===== config.mk =====
export PLATFORM = sky130hd
export DESIGN_NAME = bcd_score_display
export DESIGN_NICKNAME = d
export VERILOG_FILES = /design/src/rtl/score_pkg.sv /design/src/rtl/bcd_seg_decoder.sv /design/src/rtl/bcd_score_display.sv
export SDC_FILE = /design/constraint.sdc
export NUM_CORES = 1
export LEC_CHECK = 0
export ABC_AREA = 1
export BUFFER_PORTS_ARGS = -buffer_cell sky130_fd_sc_hd__buf_4
export CAP_MARGIN = 25
export CORE_MARGIN = 2
export CORE_UTILIZATION = 51
export CTS_CLUSTER_DIAMETER = 60
export CTS_CLUSTER_SIZE = 16
export DETAILED_ROUTE_END_ITERATION = 12
export PLACE_DENSITY = 0.8
export SETUP_SLACK_MARGIN = 0.02
export SLEW_MARGIN = 25
export SYNTH_ARGS = -nofsm -noshare
export SYNTH_HDL_FRONTEND = slang
export SYNTH_HIERARCHICAL = 1
export SYNTH_SLANG_ARGS = --single-unit

===== constraint.sdc =====
create_clock -name Clock -period 3.3 [get_ports Clock]
set_input_delay 0.66 -clock Clock [delete_from_list [all_inputs] [get_ports Clock]]
set_output_delay 0.66 -clock Clock [all_outputs]
set_load 0.005 [all_outputs]

===== src/rtl/score_pkg.sv =====
// score_pkg: shared BCD digit type, 7-segment codes and digit limit for the score display
package score_pkg;
  typedef logic [3:0] bcd_t;
  localparam bcd_t BCD_MAX_DIGIT = 4'd9;
  localparam logic [6:0] SEG_0     = 7'b1000000;
  localparam logic [6:0] SEG_1     = 7'b1111001;
  localparam logic [6:0] SEG_2     = 7'b0100100;
  localparam logic [6:0] SEG_3     = 7'b0110000;
  localparam logic [6:0] SEG_4     = 7'b0011001;
  localparam logic [6:0] SEG_5     = 7'b0010010;
  localparam logic [6:0] SEG_6     = 7'b0000010;
  localparam logic [6:0] SEG_7     = 7'b1111000;
  localparam logic [6:0] SEG_8     = 7'b0000000;
  localparam logic [6:0] SEG_9     = 7'b0010000;
  localparam logic [6:0] SEG_BLANK = 7'b1111111;
endpackage


===== src/rtl/bcd_seg_decoder.sv =====
// bcd_seg_decoder: one BCD digit to active-low {g..a} segments; non-BCD codes show blank
module bcd_seg_decoder
  import score_pkg::*;
(
  input  logic [3:0] digit,
  output logic [6:0] seg
);
  // digit lookup, anything above 9 blanks the display
  always_comb begin
    case (digit)
      4'd0:    seg = SEG_0;
      4'd1:    seg = SEG_1;
      4'd2:    seg = SEG_2;
      4'd3:    seg = SEG_3;
      4'd4:    seg = SEG_4;
      4'd5:    seg = SEG_5;
      4'd6:    seg = SEG_6;
      4'd7:    seg = SEG_7;
      4'd8:    seg = SEG_8;
      4'd9:    seg = SEG_9;
      default: seg = SEG_BLANK;
    endcase
  end
endmodule


===== src/rtl/bcd_score_display.sv =====
// bcd_score_display: saturating BCD score and high score with registered 7-segment outputs.
// Optional macro SCORE_LEADING_ZERO_BLANK_EN blanks leading zero digits above digit 0.
module bcd_score_display
  import score_pkg::*;
#(
  parameter int DIGITS       = 2,
  parameter int MISS_PENALTY = 1
) (
  input  logic                  Clock,
  input  logic                  reset,
  input  logic                  clear,
  input  logic                  hit,
  input  logic                  miss,
  input  logic [3:0]            points,
  output logic [4*DIGITS-1:0]   score_bcd,
  output logic [4*DIGITS-1:0]   high_bcd,
  output logic [7*DIGITS-1:0]   seg,
  output logic                  new_high,
  output logic                  saturated
);
  localparam int W = 4 * DIGITS;
  localparam logic [W-1:0] ALL_NINE = {DIGITS{BCD_MAX_DIGIT}};
`ifdef SCORE_LEADING_ZERO_BLANK_EN
  localparam logic [7*DIGITS-1:0] SEG_RESET = {DIGITS{SEG_BLANK}} ^ (7*DIGITS)'(SEG_BLANK ^ SEG_0);
`else
  localparam logic [7*DIGITS-1:0] SEG_RESET = {DIGITS{SEG_0}};
`endif
  logic [W-1:0] add_sum, sub_diff, score_next;
  logic [3:0] add_carry, sub_borrow, ddiff;
  logic [4:0] dsum;
  logic lt;
  logic [7*DIGITS-1:0] seg_raw, seg_next;
  // digit-serial add of the clamped hit value; the first carry-in is the points themselves
  always_comb begin
    add_carry = (points > BCD_MAX_DIGIT) ? BCD_MAX_DIGIT : points;
    add_sum = '0;
    dsum = '0;
    for (int i = 0; i < DIGITS; i++) begin
      dsum = {1'b0, score_bcd[4*i+:4]} + {1'b0, add_carry};
      add_sum[4*i+:4] = (dsum > 5'd9) ? 4'(dsum - 5'd10) : dsum[3:0];
      add_carry = {3'b0, dsum > 5'd9};
    end
  end
  // digit-serial subtract of the miss penalty; a final borrow means the result went negative
  always_comb begin
    sub_borrow = 4'(MISS_PENALTY);
    sub_diff = '0;
    ddiff = '0;
    lt = 1'b0;
    for (int i = 0; i < DIGITS; i++) begin
      lt = score_bcd[4*i+:4] < sub_borrow;
      ddiff = lt ? score_bcd[4*i+:4] + 4'd10 - sub_borrow : score_bcd[4*i+:4] - sub_borrow;
      sub_diff[4*i+:4] = ddiff;
      sub_borrow = {3'b0, lt};
    end
  end
  assign score_next = clear ? '0
                    : hit ? ((add_carry != 4'd0) ? ALL_NINE : add_sum)
                    : miss ? ((sub_borrow != 4'd0) ? '0 : sub_diff)
                    : score_bcd;
  for (genvar i = 0; i < DIGITS; i++) begin : g_dec
    bcd_seg_decoder u_dec (.digit(score_bcd[4*i+:4]), .seg(seg_raw[7*i+:7]));
`ifdef SCORE_LEADING_ZERO_BLANK_EN
    assign seg_next[7*i+:7] = (i != 0 && score_bcd[W-1:4*i] == '0) ? SEG_BLANK : seg_raw[7*i+:7];
`else
    assign seg_next[7*i+:7] = seg_raw[7*i+:7];
`endif
  end
  // score, saturation flag and high-score tracking; high compares the already registered score
  always_ff @(posedge Clock) begin
    if (reset) begin
      score_bcd <= '0;
      high_bcd <= '0;
      new_high <= 1'b0;
      saturated <= 1'b0;
    end else begin
      score_bcd <= score_next;
      saturated <= score_next == ALL_NINE;
      new_high <= score_bcd > high_bcd;
      if (score_bcd > high_bcd) high_bcd <= score_bcd;
    end
  end
  // display register, one cycle behind the score
  always_ff @(posedge Clock) begin
    seg <= reset ? SEG_RESET : seg_next;
  end
endmodule


* Word level (Yosys, flattened, before mapping) *
Memories as Yosys holds them, arrays and structs flattened. A register that Yosys moved wholly into a read port is not among the register bits.
Index checks and enable logic that the tools add are counted.

storage, ports and cells
  memories = 2
  bits in latches = 0
  bits in writable memories = 0
  flip-flop bits (word level) = 18
  output and inout port bits = 32
  input port bits = 9
  memory bits (read-only) = 224

operators by class
  multiply operators = 0
  reductions and logical operators = 0
  divide/modulo/power cells = 0
  add/subtract/negate cells = 7
  bitwise operators = 0
  eq/ne operators = 1
  magnitude comparators = 6
  mux-type cells = 8
  shift-type cells = 0

memory list
  name              depth  bits a word  rd ports  clocked after Yosys merged registers in  write ports  line                   text
  (name not given)  16     7            1         1                                        0            bcd_seg_decoder.sv:10  case (digit)
  (name not given)  16     7            1         1                                        0            bcd_seg_decoder.sv:10

operators with widths
  cell                                                            number
  two-way mux 8 bit                                               5
  two-way mux 4 bit                                               3
  greater-than comparator 5 x 4 -> 1 bit (second input constant)  2
  == test 8 bit (second input constant)                           1
  greater-than comparator 8 bit                                   1
  subtractor 4 x 1 -> 4 bit (second input constant)               2
  adder 4 x 1 -> 5 bit                                            1
  adder 4 x 4 -> 5 bit                                            1
  adder 4 bit (second input constant)                             1
  greater-than comparator 4 bit (second input constant)           1
  < comparator 4 x 1 -> 1 bit                                     1
  < comparator 4 x 1 -> 1 bit (second input constant)             1
  subtractor 4 x 1 -> 4 bit                                       1
  subtractor 4 bit (second input constant)                        1

* Longest topological paths before layout *
Gate-level depths: netlist (run 1).

  depth after elaboration = 10
  mapped depth = 23
  depth with buffers taken out = 23

* Modules after synthesis *
Netlist (run 1), hierarchy kept.

by module, submodules not included
  module             cells an instance  times used  area each (sq um)
  bcd_score_display  281                1           1943.1
  bcd_seg_decoder    35                 2           187.7

* Worst setup path before layout (run 1) *
Ideal clock, no wire load.

  kind = input to register
  from = in points[1]
  to = reg saturated
  arrival time = 3.101 ns
  required time = 3.190 ns
  slack = 0.089 ns
  stages on the path = 19
  path through = o21ai_0 > nand2_1 > ha_1 > inv_1 > fa_1 > nand3_1 > nand3_1 > nand2_1 > ha_1 > ha_1 > nand3b_1 > nand2_1 > nand2_1 > nor2_1 > nand2_1 > nand2_2 > nor2_2 > nand2_1 > nor2_2

between the ends
  word-level cells in the longest chain between the ends = 10

RTL lines
  item                                    line                                              text
  from (decl)                             bcd_score_display.sv:14                           input logic [3:0] points,
  greater-than comparator 4 bit           bcd_score_display.sv:35                           add_carry = (points > BCD_MAX_DIGIT) ? BCD_MAX_DIGIT : points;
  two-way mux 4 bit (*)                   bcd_score_display.sv:35
  adder 4 x 4 -> 5 bit (*)                bcd_score_display.sv:39                           dsum = {1'b0, score_bcd[4*i+:4]} + {1'b0, add_carry};
  greater-than comparator 5 x 4 -> 1 bit  bcd_score_display.sv:40, bcd_score_display.sv:41
  adder 4 x 1 -> 5 bit                    bcd_score_display.sv:39
  greater-than comparator 5 x 4 -> 1 bit  bcd_score_display.sv:40, bcd_score_display.sv:41
  two-way mux 8 bit (*) (2 in series)     bcd_score_display.sv:58                           : hit ? ((add_carry != 4'd0) ? ALL_NINE : add_sum)
  two-way mux 8 bit (*)                   bcd_score_display.sv:57                           assign score_next = clear ? '0
  == test 8 bit (*)                       bcd_score_display.sv:78                           saturated <= score_next == ALL_NINE;
  to (signal assigned)                    bcd_score_display.sv:75                           saturated <= 1'b0;
  to (signal assigned)                    bcd_score_display.sv:78
  to (decl)                               bcd_score_display.sv:19                           output logic saturated

Every way passes the cells marked *; elsewhere a longest branch is shown, timed or not.
A chain may end at the register's enable or synchronous reset.

* Worst setup path in the final report (run 1) *
Ends and elaborated chain as after synthesis.

==> results.md, run 1 <==
* CTS tree: done
* Minimum clock period at 3.040 ns
* FF-to-FF Start: score_bcd[0]
* Area grow syn2layout at 23.15%
* CP Capture Point: saturated
* Post-route cell area at 2855 sq um
* Critical Path RT at 3.50 ns
* # diodes at 0
* Syn_nets at 390
* Period utilization at 92.11%
* Initial DRC Count at 144
* Chip width at 71.43 um
* LEAKAGE at 0.001486 uW
* Capturing point of the worst reg2reg path: saturated
* Max clock buf depth at 2
* GP Congestion at 0.8437
* Worst setup EP type: flop
* Ys Warns at 6
* Post-route ant nets at 0
* Average size of a mapped cell at 6.605 sq um
* Worst EP arrival at 3.23 ns
* WL met1 at 2364 um
* Drt wl/cell at 10.99 um
* DRC Markers at 0
* Initial antenna violation count at 0
* Mapped Area at 2318 sq um
* Startpoint types: primary input
* Tightest Pin Transition at 0.5892 ns
* Nets at 444
* Largest net degree at the start of global routing at 32
* Setup TNS at 0 ns
* I/O Pins at 41
* Share of cells above drive strength 1 at 21.18%
* Status: completed
* Type of the worst setup path: primary input to flop
* Routed vias at 2268
* RSZ-0062 raised after global routing: no
* Slew HR at 60.67%
* Worst r2r path cells at 19
* Effective utilization at floorplan at 53.25%
* Count of cell types in the netlist at 30
* Worst VDD drop at 208.6 uV
* DP HPWL at 3777 um
* Seq/Total Area, Yosys at 27.63%
* First-pass GRT wire length at 8611 um
* Routed WL at 5035 um
* Final setup fails at 0
* CTS buffer count at 5
* H-Tree Depth at 2
* Final core utilization at 65.57%
* Die Ht at 71.43 um
* Fmax at 0.3290 GHz
* Drt pass-1 iters at 4
* Tot GR Track Use at 21.01%
* Vias per Instance at 4.952
* Top Layer Used: met4
* Reg clk slew, reported paths at 0.07 ns
* Detail Route met3 WL at 230 um
* Max-slew violation count at 0
* Worst Clk Skew at 0.008398 ns
* CTS Hold Buffers Added at 0
* Clock sinks at 32
* Total grt overflow at 0
* Syn Inst Count at 351
* Vias in the first global route at 1970
* Core footprint at 4354 sq um
* Clk_lat worst skew at 0.29 ns
* Reg2reg setup slack at 0.53 ns
* FP Rows at 24
* Final count of hold timing violations at 0
* Number of port buffers at 40
* Clock root buffer: clkbuf_8
* Critical path fanouts, max at 4
* Critical Path Start: points[1]
* Die area at 5102 sq um
* Area after DPL at 2741 sq um
* # fillers at 384
* Max-cap viol count at 0
* Tightest Hold Check Type: flop to flop
* Routed wl met2 at 2357 um
* Synth Register Bits at 32
* Pwr/cell area at 423.6 nW/um^2
-- Yosys cell counts, drive strengths merged --
cell type / n / area share, %
buf: 1 / 0.86
nand2: 102 / 17
nand3: 32 / 6.9
dfxtp: 32 / 28
inv: 61 / 9.9
o211ai: 2 / 0.86
clkinv: 3 / 0.54
clkbuf: 5 / 0.86
ha: 29 / 16
fa: 1 / 0.86
nand4: 6 / 1.9
and2: 2 / 0.54
nor2: 35 / 6.6
a21oi: 26 / 5.9
nand3b: 1 / 0.32
or2: 3 / 0.81
xnor2: 1 / 0.38
o21ai: 8 / 2.1
nor3: 1 / 0.22
-- cells by family (layout without fill, tap and decap cells) --
| kind of cell | count (synthesis) | in the layout | synth area share (%) |
|---|---|---|---|
| AO/OA/AOI/OAI | 36 | 36 | 8.851 |
| flip-flops | 32 | 32 | 27.63 |
| adder cells (fa/ha/maj) | 30 | 30 | 16.51 |
| AND/OR/NAND/NOR | 182 | 182 | 34.48 |
| buffers and inverters | 70 | 125 | 12.14 |
| XOR/XNOR | 1 | 1 | 0.3778 |
-- per-layer routing --
| layer | track usage, % | vias to the layer above |
|---|---|---|
| met1 | 27.71 | 994 |
| met5 | 0 | - |
| li1 | - | 1212 |
| met2 | 33.74 | 55 |
| met4 | 8.805 | 0 |
| met3 | 3.938 | 7 |
-- sequential cells by signal (all words and copies together), names as in the netlist --
name	cells
new_high	1
high_bcd	8
score_bcd	8
saturated	1
seg	14
-- worst max-delay path: stages --
cell      delay [ns]
buf_4           0.12
o21ai_2         0.15
nand2_1         0.07
ha_1            0.19
inv_1           0.06
fa_1            0.42
nand3_1         0.12
nand3_1         0.10
nand2_1         0.11
ha_1            0.18
ha_2            0.28
nand3b_1        0.15
nand2_1         0.12
nand2_1         0.08
nor2_1          0.12
nand2_1         0.08
nand2_2         0.09
nor2_2          0.04
nand2_1         0.07
nor2_2          0.03
-- repair_timing --
| action | CTS | global route |
|---|---|---|
| resized for setup | 0 | 3 |
| buffers inserted | 0 | 0 |
| endpoints found under the setup margin | 0 | 2 |
-- worst min-delay path by stage --
stage / start / endpoint / cells past startpoint
CTS: high_bcd[4] / high_bcd[4] / 2
detailed placement: high_bcd[6] / high_bcd[6] / 2
floorplan: high_bcd[1] / high_bcd[1] / 2
global route: high_bcd[6] / high_bcd[6] / 2
finish: high_bcd[6] / high_bcd[6] / 2
global placement: high_bcd[4] / high_bcd[4] / 2
-- placed cells by master, fill, tap and decap left out, types with 3 or more instances in the layout --
| cell type | instances |
|---|---|
| nand2_1 | 98 |
| inv_1 | 56 |
| buf_4 | 53 |
| nand3_1 | 32 |
| dfxtp_1 | 32 |
| nor2_1 | 30 |
| ha_1 | 28 |
| a21oi_1 | 24 |
| inv_2 | 5 |
| nand4_1 | 5 |
| o21ai_0 | 5 |
| clkbuf_8 | 5 |
| o21ai_2 | 3 |
| nor2_2 | 3 |
| or2_2 | 3 |
| nand2_2 | 3 |
-- cell type report --
cell class | count | area [sq um] | share of cell area [%]
Multi-Input combinational cell | 249 | 1403 | 49.12
Clock buffer | 6 | 72.57 | 2.542
Clock inverter | 2 | 35.03 | 1.227
Tap cell | 52 | 65.06 | 2.279
Inverter | 64 | 241.5 | 8.458
Timing Repair Buffer | 53 | 397.9 | 13.94
Sequential cell | 32 | 640.6 | 22.44
-- report_power, final --
group          switching (uW)  internal [uW]  leakage, uW  total [uW]
Sequential               21.9            414     0.000261         436
Clock                     146            224    0.0000552         370
Combinational             236            167      0.00117         403
Total                     404            806      0.00149        1210
-- through the flow --
stage	hold WS (ns)	setup WS [ns]	power [uW]	std cells
CTS	0.4853	0.2206	1217	458
global route	0.5132	0.006058	1293	458
global placement	0.4670	0.008305	835.5	450
finish	0.4840	0.2605	1210	458
floorplan	0.4704	0.08872	715.6	351
detailed placement	0.4755	-0.09847	847.6	450
Power figures use the tool's default switching activity.
==> inputs of run 2 (changes only) <==
--- a/config.mk
+++ b/config.mk
@@ -8,12 +8,12 @@
 export ABC_AREA = 1
 export BUFFER_PORTS_ARGS = -buffer_cell sky130_fd_sc_hd__buf_4
 export CAP_MARGIN = 25
-export CORE_MARGIN = 2
-export CORE_UTILIZATION = 51
+export CORE_MARGIN = 5
+export CORE_UTILIZATION = 40
 export CTS_CLUSTER_DIAMETER = 60
 export CTS_CLUSTER_SIZE = 16
 export DETAILED_ROUTE_END_ITERATION = 12
-export PLACE_DENSITY = 0.8
+export PLACE_DENSITY = 0.66
 export SETUP_SLACK_MARGIN = 0.02
 export SLEW_MARGIN = 25
 export SYNTH_ARGS = -nofsm -noshare
==> run 2 against run 1 <==
Net effect: critical path depth unchanged; sequential power about the same; sequential share of layout area decreased by 0.078 points; hold slack got worse by 0.0053 ns; via count decreased by 1.5%; clock skew increased by 0.0024 ns; global-route usage decreased by 5.5 points; cell area increased by 0.35%; clock-buffer cell count unchanged.
==> results.md, run 2 (synthesis gave the netlist of run 1 again) <==
* Reg clk slew, reported paths at 0.06 ns
* Final count of hold timing violations at 0
* Post-route ant nets at 0
* Worst EP arrival at 3.27 ns
* Reg2reg setup slack at 0.47 ns
* Drt pass-1 iters at 4
* Fmax at 0.3245 GHz
* Tightest Hold Check Type: flop to flop
* Clock root buffer: clkbuf_8
* Final Worst Setup Slack at 0.2182 ns
* Area after DPL at 2766 sq um
* Max clock buf depth at 2
* Detail Route met3 WL at 252 um
* Total grt overflow at 0
* Register area at 640.6 sq um
* Critical path fanouts, max at 4
* Worst VDD drop at 183.5 uV
* Slew HR at 61.46%
* Most common cell type on the critical path: nand2_1
* Critical Path Max Stage Delay at 0.44 ns
* Die area at 7418 sq um
* Power, Total at 1119 uW
* H-Tree Depth at 2
* Die Ht at 86.13 um
* CTS tree: done
* Max-slew violation count at 0
* DRC Markers at 0
* Clock sinks at 32
* Layout Cells excl Fill at 477
* Top Layer Used: met4
* Routed wl met2 at 2338 um
* LEAKAGE at 0.001478 uW
* Initial antenna violation count at 0
* Max reg flops at 14
* Drt wl/cell at 10.96 um
* Crit-path cells: buf_4, o21ai_2, nand2_1, ha_1, inv_1, fa_1, nand3_2, nand3_2, nand2_2, ha_1, ha_2, nand3b_1, nand2_2, nand2_1, nor2_1, nand2_1, nand2_2, nor2_2, nand2_1, nor2_2
* Place WS at -0.2058 ns
* Crit-path leading delay family: simple AND/OR/NAND/NOR gates
* Status: completed
* Max-cap viol count at 0
* # fillers at 576
* WL met1 at 2494 um
* CTS buffer count at 5
* Hold Startpoint: high_bcd[5]
* Worst r2r path cells at 19
* Effective utilization at floorplan at 41.59%
* GP Congestion at 0.8698
* Most frequent cells in the layout: 96 x nand2_1, 56 x inv_1, 53 x buf_4, 32 x dfxtp_1
* Worst Clk Skew at 0.01076 ns
* Capturing point of the worst reg2reg path: saturated
* Clk_lat worst skew at 0.29 ns
* Crit-path slowest cell: fa_1
* Tightest Pin Transition at 0.5773 ns
* Routed WL at 5229 um
* Top reg by flops: seg
* Core footprint at 5574 sq um
* Area grow syn2layout at 23.58%
* Routed vias at 2233
* Share of cells above drive strength 1 at 21.98%
* Nets at 444
* Buf/Inv on CP at 2
* Commonest non-fill, non-tap cell in the layout: nand2_1
* Final core utilization at 51.40%
* Post-route cell area at 2865 sq um
* Initial DRC Count at 60
* Period utilization at 93.39%
* Startpoint types: primary input
* Minimum clock period at 3.082 ns
* Largest registers: seg x14, high_bcd x8, score_bcd x8
* DP HPWL at 3997 um
* Tot GR Track Use at 15.50%
* FP Rows at 27
* Pwr/cell area at 390.6 nW/um^2
* Cell total after placement at 470
* Type of the worst setup path: primary input to flop
* Final setup fails at 0
* Worst hold endpoint: high_bcd[5]
* I/O Pins at 41
* Worst setup EP type: flop
* FF-to-FF Start: score_bcd[0]
* # diodes at 0
* Critical Path RT at 3.49 ns
* Hold path depth at 2
* Largest net degree at the start of global routing at 32
* Vias in the first global route at 2114
* Chip width at 86.13 um
* Multi-input logic area at 1418 sq um
* First-pass GRT wire length at 9397 um
* Vias per Instance at 4.681
* Number of port buffers at 40
==> run 2: cell types whose count changed in the layout (fill, tap and decap cells not counted), sizes merged <==
cell | before | now
bufinv | 1 | 0
==> run 2: tightest hold or removal path, stage by stage, from the launching register on <==
cell,delay (ns)
dfxtp_1,0.32
nand2_1,0.06
a21oi_1,0.05
==> run 2: area by class of cell <==
type,count,share of cell area (%)
inverters,64,8.428
well taps,72,3.144
clock inverters,1,0.1747
clock buffers,6,2.533
repair buffers,53,13.89
multi-input cells,249,49.48
flip-flops and latches,32,22.36
==> run 2: report_power, final <==
group	total, uW	switching, uW	internal [uW]
Sequential	435	20.9	415
Combinational	405	238	167
Clock	279	136	143
==> run 2: repair_timing <==
item / in CTS / in global routing
hold buffers: 0 / 0
endpoints found under the setup margin: 0 / 8
resized for setup: 0 / 7
setup buffers: 0 / 0
==> run 2: worst max path at each step <==
stage / start / end / slack [ns] / depth (start not counted)
2_1_floorplan: points[1] / saturated / 0.09 / 19
3_3_place_gp: points[1] / saturated / -0.05 / 20
3_5_place_dp: points[1] / saturated / -0.21 / 20
4_1_cts: points[1] / saturated / 0.1 / 20
5_1_grt: points[1] / saturated / -0.01 / 20
6_report: points[1] / saturated / 0.22 / 20
==> run 2: per-stage QoR <==
step                setup TNS [ns]  hold WS (ns)
finish                           0        0.4787
global route              -0.01230        0.5022
CTS                              0        0.4849
detailed placement         -0.8282        0.4752
global placement          -0.05245        0.4667
floorplan                        0        0.4704
==> run 2: metal layers <==
| layer | GRT usage, % | vias to the layer above |
|---|---|---|
| met5 | 0 | - |
| met4 | 7.194 | 0 |
| met3 | 2.978 | 10 |
| met2 | 24.95 | 44 |
| met1 | 19.86 | 974 |
| li1 | - | 1205 |
==> inputs of run 3 (changes only) <==
--- a/config.mk
+++ b/config.mk
@@ -10,6 +10,7 @@
 export CAP_MARGIN = 25
 export CORE_MARGIN = 5
 export CORE_UTILIZATION = 40
+export CTS_BUF_LIST = sky130_fd_sc_hd__clkbuf_4 sky130_fd_sc_hd__clkbuf_8 sky130_fd_sc_hd__clkbuf_16
 export CTS_CLUSTER_DIAMETER = 60
 export CTS_CLUSTER_SIZE = 16
 export DETAILED_ROUTE_END_ITERATION = 12
==> run 3 against run 2 <==
Net effect: sequential share of layout area barely moved; utilization is 0.067 points higher; total power is 0.77% higher; non-clock buffer count did not move; hold slack is the same; clock-buffer cell count unchanged; critical path type unchanged; critical endpoint unchanged; largest power group unchanged; highest routed layer unchanged.
==> results.md, run 3 (synthesis gave the netlist of run 1 again) <==
* Status: completed
* DP HPWL at 3997 um
* GP Congestion at 0.8698
* Drt wl/cell at 10.99 um
* Tightest Pin Transition at 0.5767 ns
* CTS buffer count at 5
* Max clock buf depth at 2
* Routed vias at 2234
* Top reg by flops: seg
* Clock root buffer: clkbuf_8
* Commonest non-fill, non-tap cell in the layout: nand2_1
* Capturing point of the worst reg2reg path: saturated
* Max reg flops at 14
* Effective utilization at floorplan at 41.59%
* Internal at 732.8 uW
* H-Tree Depth at 2
* Final setup fails at 0
* DRC Markers at 0
* Clock sinks at 32
* Reg2reg setup slack at 0.47 ns
* Share of power burned in registers at 38.6%
* Crit-path cells: buf_4, o21ai_2, nand2_1, ha_1, inv_1, fa_1, nand3_2, nand3_2, nand2_2, ha_1, ha_2, nand3b_1, nand2_2, nand2_1, nor2_1, nand2_1, nand2_2, nor2_2, nand2_1, nor2_2
* FF-to-FF Start: score_bcd[0]
* Vias per Instance at 4.683
* # diodes at 0
* Crit-path slowest cell: fa_1
* First-pass GRT wire length at 9397 um
* LEAKAGE at 0.001482 uW
* Drt pass-1 iters at 4
* Initial antenna violation count at 0
* Critical path fanouts, max at 4
* Chip width at 86.13 um
* I/O Pins at 41
* Worst r2r path cells at 19
* Worst VDD drop at 183.1 uV
* Slew HR at 61.50%
* CP Capture Point: saturated
* Largest net degree at the start of global routing at 32
* Power, Total at 1128 uW
* Total grt overflow at 0
* Worst Clk Skew at 0.01147 ns
* Worst setup EP type: flop
* Core footprint at 5574 sq um
* Max-slew violation count at 0
* Pwr/cell area at 393.1 nW/um^2
* Critical Path Start: points[1]
* Critical Path Max Stage Delay at 0.44 ns
* FP Rows at 27
* Most frequent cells in the layout: 96 x nand2_1, 56 x inv_1, 53 x buf_4, 32 x dfxtp_1
* Vias in the first global route at 2114
* Combinational share of power at 35.9%
* Routed WL at 5243 um
* Die Ht at 86.13 um
* Most common cell type on the critical path: nand2_1
* Share of cells above drive strength 1 at 22.22%
* CTS tree: done
* Minimum clock period at 3.082 ns
* Die area at 7418 sq um
* Clock network fraction of total power at 25.5%
* Largest registers: seg x14, high_bcd x8, score_bcd x8
* Worst EP arrival at 3.27 ns
* Final core utilization at 51.47%
* Tot GR Track Use at 15.50%
* Max-cap viol count at 0
* Nets at 444
* Area grow syn2layout at 23.75%
* Psw at 394.9 uW
* Critical Path RT at 3.49 ns
* Final count of hold timing violations at 0
* Initial DRC Count at 62
* Smallest hold slack at 0.4787 ns
* Fmax at 0.3245 GHz
* Clk_lat worst skew at 0.29 ns
* Tightest Hold Check Type: flop to flop
* Net Sw Frac at 35.02%
* Type of the worst setup path: primary input to flop
* Post-route ant nets at 0
* Reg clk slew, reported paths at 0.06 ns
* Number of port buffers at 40
* Period utilization at 93.39%
* CTS Hold Buffers Added at 0
* Startpoint types: primary input
run 3: cell type report:
cell class | count | area, sq um
fillers | 574 | 2705
multi-input cells | 249 | 1418
flip-flops and latches | 32 | 640.6
repair buffers | 53 | 397.9
inverters | 64 | 241.5
well taps | 72 | 90.09
clock buffers | 6 | 76.32
clock inverters | 1 | 5.005
run 3: what timing repair did:
item | in CTS | in global routing
setup endpoints to repair | 0 | 8
gates resized for setup | 0 | 7
buffers inserted | 0 | 0
run 3: layer usage:
| metal | track usage, % | part of all wire, % |
|---|---|---|
| met2 | 24.95 | 44 |
| met4 | 7.194 | 2.7 |
| met1 | 19.86 | 48 |
| met5 | 0 | 0 |
| met3 | 2.978 | 4.9 |
run 3: through the flow:
| stage | TNS (ns) | worst slack (ns) | cells | instance area [sq um] |
|---|---|---|---|---|
| floorplan | 0 | 0.08872 | 351 | 2318 |
| global placement | -0.05245 | -0.05245 | 470 | 2766 |
| detailed placement | -0.8282 | -0.2058 | 470 | 2766 |
| CTS | 0 | 0.09739 | 477 | 2848 |
| global route | -0.01230 | -0.01230 | 477 | 2869 |
| finish | 0 | 0.2180 | 477 | 2869 |
run 3: worst max-delay path: cells and delay by family:
family | cells | cell delay (ns)
AO/OA/AOI/OAI | 1 | 0.14
adder cells (fa/ha/maj) | 4 | 1.09
buffers and inverters | 2 | 0.18
AND/OR/NAND/NOR | 13 | 1.19
run 3: worst min path at each step:
stage                      from          end  slack [ns]  cells past startpoint
finish              high_bcd[5]  high_bcd[5]        0.48                      2
global route        high_bcd[5]  high_bcd[5]        0.50                      2
CTS                 high_bcd[6]  high_bcd[6]        0.48                      2
detailed placement  high_bcd[6]  high_bcd[6]        0.48                      2
global placement    high_bcd[1]  high_bcd[1]        0.47                      2
floorplan           high_bcd[1]  high_bcd[1]        0.47                      2
run 3: power by group through the flow:
stage / clock network, uW / logic [uW] / registers [uW]
5_1_grt: 314 / 468 / 441
4_1_cts: 300 / 402 / 436
2_1_floorplan: 0 / 266 / 450
6_report: 287 / 405 / 435
3_5_place_dp: 0 / 400 / 444
3_3_place_gp: 0 / 394 / 444
